## config.mk

```make
export PLATFORM = sky130hd
export DESIGN_NAME = lector_destinos_flat
export DESIGN_NICKNAME = d
export VERILOG_FILES = /design/src/rtl/lector_destinos_if.sv /design/src/rtl/lector_destinos.sv /design/src/flat_wrapper.sv
export SDC_FILE = /design/constraint.sdc
export NUM_CORES = 1
export LEC_CHECK = 0
export ABC_AREA = 1
export CAP_MARGIN = 15
export CORE_MARGIN = 2
export CORE_UTILIZATION = 40
export CTS_CLUSTER_SIZE = 24
export DETAILED_ROUTE_END_ITERATION = 6
export DONT_BUFFER_PORTS = 1
export HOLD_SLACK_MARGIN = 0.05
export SYNTH_ARGS = -nofsm -noshare
export SYNTH_HDL_FRONTEND = slang
export SYNTH_SLANG_ARGS = --single-unit
export TNS_END_PERCENT = 1
```

## constraint.sdc

```tcl
create_clock -name clk -period 1.7 [get_ports clk]
set_input_delay 0.34 -clock clk [delete_from_list [all_inputs] [get_ports clk]]
set_output_delay 0.34 -clock clk [all_outputs]
set_load 0.01 [all_outputs]
```

## src/rtl/lector_destinos_if.sv

```systemverilog
// Bus bundle for the destination drain engine: the D0/D1 FIFO pop side and
// the tagged valid/ready output stream.
interface lector_destinos_if #(
  parameter int BITNUMBER = 6
);
  // FIFO side
  logic                 D0_can_pop;
  logic                 D1_can_pop;
  logic [BITNUMBER-1:0] D0_data_out;
  logic [BITNUMBER-1:0] D1_data_out;
  logic                 pop_D0;
  logic                 pop_D1;
  // Output stream side
  logic [BITNUMBER-1:0] data_out;
  logic                 dest_out;
  logic                 valid_out;
  logic                 ready_in;

  // Drain engine view
  modport master (
    input  D0_can_pop, D1_can_pop, D0_data_out, D1_data_out, ready_in,
    output pop_D0, pop_D1, data_out, dest_out, valid_out
  );

  // FIFOs plus downstream consumer view
  modport slave (
    output D0_can_pop, D1_can_pop, D0_data_out, D1_data_out, ready_in,
    input  pop_D0, pop_D1, data_out, dest_out, valid_out
  );
endinterface

```

## src/rtl/lector_destinos.sv

```systemverilog
// Drain engine: round-robin pops the D0/D1 output FIFOs, captures each popped
// word and presents it on a valid/ready stream tagged with its source, while
// keeping saturating per-destination delivered-word counters.
module lector_destinos #(
  parameter int BITNUMBER = 6,
  parameter int CNT_W     = 5
) (
  input  logic              clk,
  input  logic              reset,
  input  logic              init,
  lector_destinos_if.master bus,
  output logic [CNT_W-1:0]  cnt_D0,
  output logic [CNT_W-1:0]  cnt_D1,
  output logic              idle
);

  typedef enum logic [1:0] {
    S_IDLE    = 2'd0,
    S_POP     = 2'd1,
    S_CAPTURE = 2'd2,
    S_SEND    = 2'd3
  } state_t;

  localparam logic [CNT_W-1:0] CNT_MAX = {CNT_W{1'b1}};
  localparam logic [CNT_W-1:0] CNT_ONE = {{(CNT_W-1){1'b0}}, 1'b1};

  state_t               state_q, state_d;
  logic                 pop0_q, pop0_d;
  logic                 pop1_q, pop1_d;
  logic [BITNUMBER-1:0] data_q, data_d;
  logic                 dest_q, dest_d;
  logic                 valid_q, valid_d;
  logic                 rr_q, rr_d;     // destination preferred when both pending
  logic [CNT_W-1:0]     cnt0_q, cnt0_d;
  logic [CNT_W-1:0]     cnt1_q, cnt1_d;
  logic                 idle_q, idle_d;
  logic                 sel;            // destination chosen in IDLE
  logic                 handshake;

  assign handshake = valid_q && bus.ready_in;

  // Next-state and registered-output computation for the drain FSM.
  always_comb begin
    state_d = state_q;
    pop0_d  = 1'b0;
    pop1_d  = 1'b0;
    data_d  = data_q;
    dest_d  = dest_q;
    valid_d = valid_q;
    rr_d    = rr_q;
    cnt0_d  = cnt0_q;
    cnt1_d  = cnt1_q;
    sel     = 1'b0;

    case (state_q)
      S_IDLE: begin
        // Only here are the can_pop flags looked at; a single pending FIFO
        // wins outright, otherwise the pointer breaks the tie.
        if (bus.D0_can_pop || bus.D1_can_pop) begin
          if (bus.D0_can_pop && bus.D1_can_pop) begin
            sel = rr_q;
          end else begin
            sel = bus.D1_can_pop;
          end
          dest_d  = sel;
          pop0_d  = ~sel;
          pop1_d  = sel;
          state_d = S_POP;
        end
      end

      S_POP: begin
        // The pop strobe is high during this state; FIFO data follows next cycle.
        state_d = S_CAPTURE;
      end

      S_CAPTURE: begin
        data_d  = dest_q ? bus.D1_data_out : bus.D0_data_out;
        valid_d = 1'b1;
        rr_d    = ~dest_q;
        state_d = S_SEND;
      end

      S_SEND: begin
        if (handshake) begin
          valid_d = 1'b0;
          if (dest_q) begin
            if (cnt1_q != CNT_MAX) cnt1_d = cnt1_q + CNT_ONE;
          end else begin
            if (cnt0_q != CNT_MAX) cnt0_d = cnt0_q + CNT_ONE;
          end
          state_d = S_IDLE;
        end
      end

      default: begin
        state_d = S_IDLE;
      end
    endcase

    // init clears status and pointer but lets the transaction in flight finish.
    if (init) begin
      cnt0_d = '0;
      cnt1_d = '0;
      rr_d   = 1'b0;
    end

    idle_d = (state_d == S_IDLE);
  end

  // State and output registers; reset aborts any transaction immediately.
  always_ff @(posedge clk or negedge reset) begin
    if (!reset) begin
      state_q <= S_IDLE;
      pop0_q  <= 1'b0;
      pop1_q  <= 1'b0;
      data_q  <= '0;
      dest_q  <= 1'b0;
      valid_q <= 1'b0;
      rr_q    <= 1'b0;
      cnt0_q  <= '0;
      cnt1_q  <= '0;
      idle_q  <= 1'b1;
    end else begin
      state_q <= state_d;
      pop0_q  <= pop0_d;
      pop1_q  <= pop1_d;
      data_q  <= data_d;
      dest_q  <= dest_d;
      valid_q <= valid_d;
      rr_q    <= rr_d;
      cnt0_q  <= cnt0_d;
      cnt1_q  <= cnt1_d;
      idle_q  <= idle_d;
    end
  end

  assign bus.pop_D0    = pop0_q;
  assign bus.pop_D1    = pop1_q;
  assign bus.data_out  = data_q;
  assign bus.dest_out  = dest_q;
  assign bus.valid_out = valid_q;
  assign cnt_D0        = cnt0_q;
  assign cnt_D1        = cnt1_q;
  assign idle          = idle_q;

endmodule

```

## src/flat_wrapper.sv

```systemverilog
// flat-port wrapper written by rule: the top's interface ports become plain ports
module lector_destinos_flat 
#(
  parameter int BITNUMBER = 6,
  parameter int CNT_W     = 5
)
  (clk, reset, init, cnt_D0, cnt_D1, idle, bus_D0_can_pop, bus_D1_can_pop, bus_D0_data_out, bus_D1_data_out, bus_ready_in, bus_pop_D0, bus_pop_D1, bus_data_out, bus_dest_out, bus_valid_out);
  lector_destinos_if #(.BITNUMBER(BITNUMBER)) bus_i ();
  input  logic clk;
  input  logic reset;
  input  logic init;
  output logic [CNT_W-1:0] cnt_D0;
  output logic [CNT_W-1:0] cnt_D1;
  output logic idle;
  input wire logic [$bits(bus_i.D0_can_pop)-1:0] bus_D0_can_pop;
  input wire logic [$bits(bus_i.D1_can_pop)-1:0] bus_D1_can_pop;
  input wire logic [$bits(bus_i.D0_data_out)-1:0] bus_D0_data_out;
  input wire logic [$bits(bus_i.D1_data_out)-1:0] bus_D1_data_out;
  input wire logic [$bits(bus_i.ready_in)-1:0] bus_ready_in;
  output wire logic [$bits(bus_i.pop_D0)-1:0] bus_pop_D0;
  output wire logic [$bits(bus_i.pop_D1)-1:0] bus_pop_D1;
  output wire logic [$bits(bus_i.data_out)-1:0] bus_data_out;
  output wire logic [$bits(bus_i.dest_out)-1:0] bus_dest_out;
  output wire logic [$bits(bus_i.valid_out)-1:0] bus_valid_out;
  assign bus_i.D0_can_pop = bus_D0_can_pop;
  assign bus_i.D1_can_pop = bus_D1_can_pop;
  assign bus_i.D0_data_out = bus_D0_data_out;
  assign bus_i.D1_data_out = bus_D1_data_out;
  assign bus_i.ready_in = bus_ready_in;
  assign bus_pop_D0 = bus_i.pop_D0;
  assign bus_pop_D1 = bus_i.pop_D1;
  assign bus_data_out = bus_i.data_out;
  assign bus_dest_out = bus_i.dest_out;
  assign bus_valid_out = bus_i.valid_out;
  lector_destinos #(.BITNUMBER(BITNUMBER), .CNT_W(CNT_W)) u_core (.clk(clk), .reset(reset), .init(init), .bus(bus_i), .cnt_D0(cnt_D0), .cnt_D1(cnt_D1), .idle(idle));
endmodule
```

=== Word-level counts from Yosys, hierarchy flattened ===
Index checks and enable logic that the tools add are counted.
Widths: inputs -> output; s select.

* Register bits after elaboration: 24
* Output and inout port bits: 21
* Logic and storage cells: 62

* Add/subtract/negate cells: 2
* Equality and inequality tests: 7
* Muxes and demuxes: 25
* Bitwise operators: 2
* Reductions and logical operators: 16

{| class="wikitable"
|+ Operators by type and width
! operator !! number
|-
| $mux 5 || 10
|-
| $reduce_bool 2->1 || 7
|-
| $add 5x1->5 const B || 2
|-
| $mux 1 || 10
|-
| $ne 5x5->1 const B || 2
|-
| $pmux 2 s4 || 1
|-
| $reduce_and 4->1 || 2
|-
| $mux 6 || 1
|-
| $eq 2x2->1 const B || 2
|-
| $logic_not 2->1 || 2
|-
| $mux 2 || 2
|-
| $reduce_and 2->1 || 2
|-
| $eq 2x1->1 const B || 1
|-
| $logic_and 1x1->1 || 2
|-
| $ne 2x1->1 const B || 1
|-
| $ne 2x2->1 const B || 1
|-
| $not 1->1 || 2
|-
| $pmux 1 s2 || 1
|-
| $logic_or 1x1->1 || 1
|}

=== Depth between registers and ports, before layout ===
* Depth after elaboration: 7
* Depth in mapped cells: 10

=== Worst setup path after synthesis ===
Ideal clock, no wire load.

* Path type: register -> register
* Start: reg u_core.cnt1_q[0] (netlist: u_core.cnt_D1[0])
* End: reg u_core.cnt1_q[2] (netlist: u_core.cnt_D1[2])
* Setup time: 0.118 ns
* Data arrival time: 1.384 ns
* Data required time: 1.582 ns
* Slack: 0.198 ns
* Stages on the path, launching flop included: 11
* Buffers on the path: 0
* Path through: dfrtp_1 > ha_1 > nand2_1 > nor2_1 > ha_1 > inv_1 > nand3_1 > nor2_4 > nor2_2 > nand2_1 > nand2_1

* Longest elaborated chain between the ends: 6
* Elaborated cells on any way between the ends: 9

{| class="wikitable"
|+ Ends and longest elaborated chain
! item !! RTL line !! source
|-
| from (decl) || lector_destinos.sv:35 || <nowiki>logic [CNT_W-1:0] cnt1_q, cnt1_d;</nowiki>
|-
| from (signal assigned) || lector_destinos.sv:133 || <nowiki>cnt1_q <= cnt1_d;</nowiki>
|-
| $add 5x1->5 || lector_destinos.sv:88 || <nowiki>if (cnt1_q != CNT_MAX) cnt1_d = cnt1_q + CNT_ONE;</nowiki>
|-
| $mux 5 || lector_destinos.sv:88 ||
|-
| $mux 5 || lector_destinos.sv:87 || <nowiki>if (dest_q) begin</nowiki>
|-
| $mux 5 || lector_destinos.sv:85 || <nowiki>if (handshake) begin</nowiki>
|-
| $mux 5 || lector_destinos.sv:55 || <nowiki>case (state_q)</nowiki>
|-
| $mux 5 || lector_destinos.sv:102 || <nowiki>if (init) begin</nowiki>
|}

Parallel ways exist; a longest one is shown, timed or not. The select of a mux whose other input is x is not followed.
A chain may end at the register's enable or synchronous reset.

=== Worst setup path in the final report ===
* Start: reg u_core.cnt1_q[0] (netlist: u_core.cnt_D1[0])
* End: reg u_core.cnt1_q[3] (netlist: u_core.cnt_D1[3])

Same word-level chain as after synthesis.

==> qor.csv <==
stage;metric;value;unit
worst_setup_path;crit_type;register to register;
layout;fin_nets;167;
synth;synth_area;0.00117;mm²
sta;hold_violations;0;
cts;cts_tree;done;
routing;vias;907;
hold_path;min_from;init;
worst_setup_path;worstPathMaxFanout;7;
power_and_ir_drop;net-switching-power;0.729;mW
routing;viasPerCell;5.18;
sta;fmax;652;MHz
synth;yosysMostFrequentCell;nand2_1;
sta;fin_worst_skew;0.0104;ns
layout;finish.utilization;0.470;
floorplan;die_h;58.0;µm
global_routing;grt_pass1_wl;3680;µm
cts;post_cts_buffers;0;
place;postPlaceCellArea;0.00123;mm²
floorplan;core_area;0.00276;mm²
routing;dr_wl_met2;1080;µm
place;hpwl;1650;µm
synth;synthDistinctLibCells;21;
cts;clockBufferDepth;2;
routing;routed_wl;2180;µm
cts;clk_pin_slew;0.13;ns
cts;cts-hold-fix-buffers;2;
synth;yosysSeqAreaShare;0.516;
layout;area_growth;11.2;%
synth;synth_top_area_frac;0.494;
cts;clock_latency;0.31;ns
power_and_ir_drop;swShare;0.400;
routing;drtIter0Drc;22;
sta;relSlewSlack;0.690;
synth;ys_top_cells_by_area;dfrtp_1, nand2_1, o21ai_0, nor2_1, ha_1;
power_and_ir_drop;seqPwrFrac;0.515;
place;routabilityCongestion;0.784;
power_and_ir_drop;p_comb_frac;0.325;
global_routing;grt_pass1_vias;832;
floorplan;ios;39;
hold_path;hp-class;input port to register;
layout;n_antenna_cell;0;
sta;min_period_over_period;0.903;
routing;route.detailed.drc;0;
floorplan;rows;19;
routing;dr_wl_met3;139;µm
worst_setup_path;endpoint_kind;register;
place;io_buffers;0;
synth;ys_ff_latch;24;
global_routing;grt_usage;0.141;
sta;fin_crit;1.53;ns
synth;ys_warn_count;0;
sta;rsz0062_at_grt;no;
power_and_ir_drop;clkPwrFrac;0.160;
synth;syn_nets;157;
power_and_ir_drop;power.density;1410;mW/mm²
worst_setup_path;setup.worst_path.start;u_core.cnt_D1[0];
layout;drive_gt1_frac;0.132;
worst_setup_path;critPathMaxStageDelay;0.40;ns
global_routing;grt_max_degree;25;
worst_setup_path;startpoint_type;register;
sta;tns;0;ns
floorplan;fp.dieArea;0.00336;mm²
routing;drtPass1Iterations;3;
synth;synth_edf_count;0;
sta;setup_viol;0;
worst_setup_path;crit_required;1.90;ns
synth;syn_inst;135;
cts;numCtsBuffers;3;
power_and_ir_drop;p_int;1.09;mW
layout;fin_area;0.00130;mm²
sta;slew_violations;0;
worst_setup_path;timing.rr.start;u_core.cnt_D1[0];
routing;top_layer;met4;
routing;ant_nets;0;
place;place_inst;169;
layout;finalNonFillerCells;175;
worst_setup_path;crit_path_frequent_cell;nand2_1;
synth;syn_avg_cell_area;8.64;µm²
synth;synthFlopType;dfrtp_1;
run;drv_cap;0;
power_and_ir_drop;p_leak;0.632;nW
routing;m1WireLength;942;µm
cts;clkSinkCount;24;
floorplan;start_util;0.423;
worst_setup_path;crit_slowest_cell;dfrtp_1;
synth;ys_top_cells_by_count;nand2_1, dfrtp_1, nor2_1, o21ai_0, inv_1;
global_routing;grt_overflow;0;
run_status;outcome;complete, no violations;
cts;cts_resized;0;
worst_setup_path;cp_cell_sequence;ha_1 > nand2_1 > nor2_1 > ha_1 > inv_1 > nand3_1 > nor2_4 > nor2_2 > nand2_1 > nand2_1;
cts;h-tree-depth;1;
cts;clock-root-buffer;clkbuf_4;
floorplan;die_x;58.0;µm
global_routing;antenna_found_initial;0;
synth;synth_async_sr_flop_share;1.00;
worst_setup_path;crit_arrival;1.74;ns
sta;worst_slew_pin_slew;0.465;ns
synth;synth_top_cell_by_area;dfrtp_1;
routing;post_drt_wl_per_cell;12.5;µm
power_and_ir_drop;vdd_drop_max;0.729;mV
-- sequential cells by signal, indices dropped and copies added, names as in the netlist --
signal / cells
u_core.bus.dest_out: 1
u_core.bus.data_out: 6
u_core.bus.pop_D1: 1
u_core.idle: 1
u_core.bus.valid_out: 1
u_core.rr_q: 1
u_core.cnt_D0: 5
u_core.cnt_D1: 5
u_core.state_q: 2
u_core.bus.pop_D0: 1
-- cell type report --
class | count | area (µm²)
fill | 258 | 1460
sequential | 24 | 602
multi-input combinational | 98 | 510
timing repair buffer | 7 | 67.6
inverter | 11 | 41.3
tap | 31 | 38.8
clock buffer | 4 | 36.3
-- power by group through the flow --
stage / Clock [mW] / Sequential [mW] / Combinational, mW
floorplan: 0 / 0.940 / 0.429
global placement: 0 / 0.950 / 0.568
detailed placement: 0 / 0.950 / 0.586
CTS: 0.311 / 0.941 / 0.602
global route: 0.332 / 0.962 / 0.683
finish: 0.292 / 0.939 / 0.593
-- metrics by stage --
stage / worst slack (ns) / power, mW / hold WS [ns]
2_1_floorplan: 0.198 / 1.37 / 0.0444
3_3_place_gp: 0.205 / 1.52 / 0.0451
3_5_place_dp: 0.172 / 1.54 / 0.0451
4_1_cts: 0.146 / 1.85 / 0.0630
5_1_grt: 0.0387 / 1.98 / 0.0599
6_report: 0.165 / 1.82 / 0.0813
-- worst paths after layout --
| check | to | slack, ns | cells after the start |
|---|---|---|---|
| min in group asynchronous | u_core.state_q[1] | 0.44 | 2 |
| min reg2reg | u_core.bus.data_out[5] | 0.57 | 2 |
| min | u_core.rr_q | 0.08 | 1 |
| max | u_core.cnt_D1[3] | 0.17 | 10 |
| max in group asynchronous | u_core.idle | 1.05 | 2 |
| max reg2reg | u_core.cnt_D1[3] | 0.17 | 10 |
-- per-layer routing --
layer / track usage / vias to the layer above
met3: 0.0268 / 2
met2: 0.229 / 25
li1: - / 462
met1: 0.183 / 418
met5: 0 / -
met4: 0.0631 / 0
-- worst max-delay path: cells and delay by family, from the launching register on --
family | cells | cell delay, ns
simple gates | 7 | 0.61
buf+inv | 1 | 0.05
flops | 1 | 0.40
fa+ha+maj | 2 | 0.38
-- cell families after synthesis --
family                     count (synthesis)  synth area share
AOI/OAI and AO/OA                         23             0.111
buffers and inverters                     13            0.0461
DFF                                       24             0.516
and+or+nand+nor                           71             0.284
adders and majority gates                  4            0.0429
-- cell usage in the layout (no fill, tap or decap), drive strengths merged --
cell type / instances
dlygate4sd3: 1
nand3b: 1
nand3: 9
dfrtp: 23
dfstp: 1
ha: 4
or2: 1
buf: 6
nand4: 4
nand2: 35
inv: 11
clkbuf: 4
nor2: 21
o21ai: 22
a211oi: 1
Note: power is estimated with default switching activity, not from simulation.
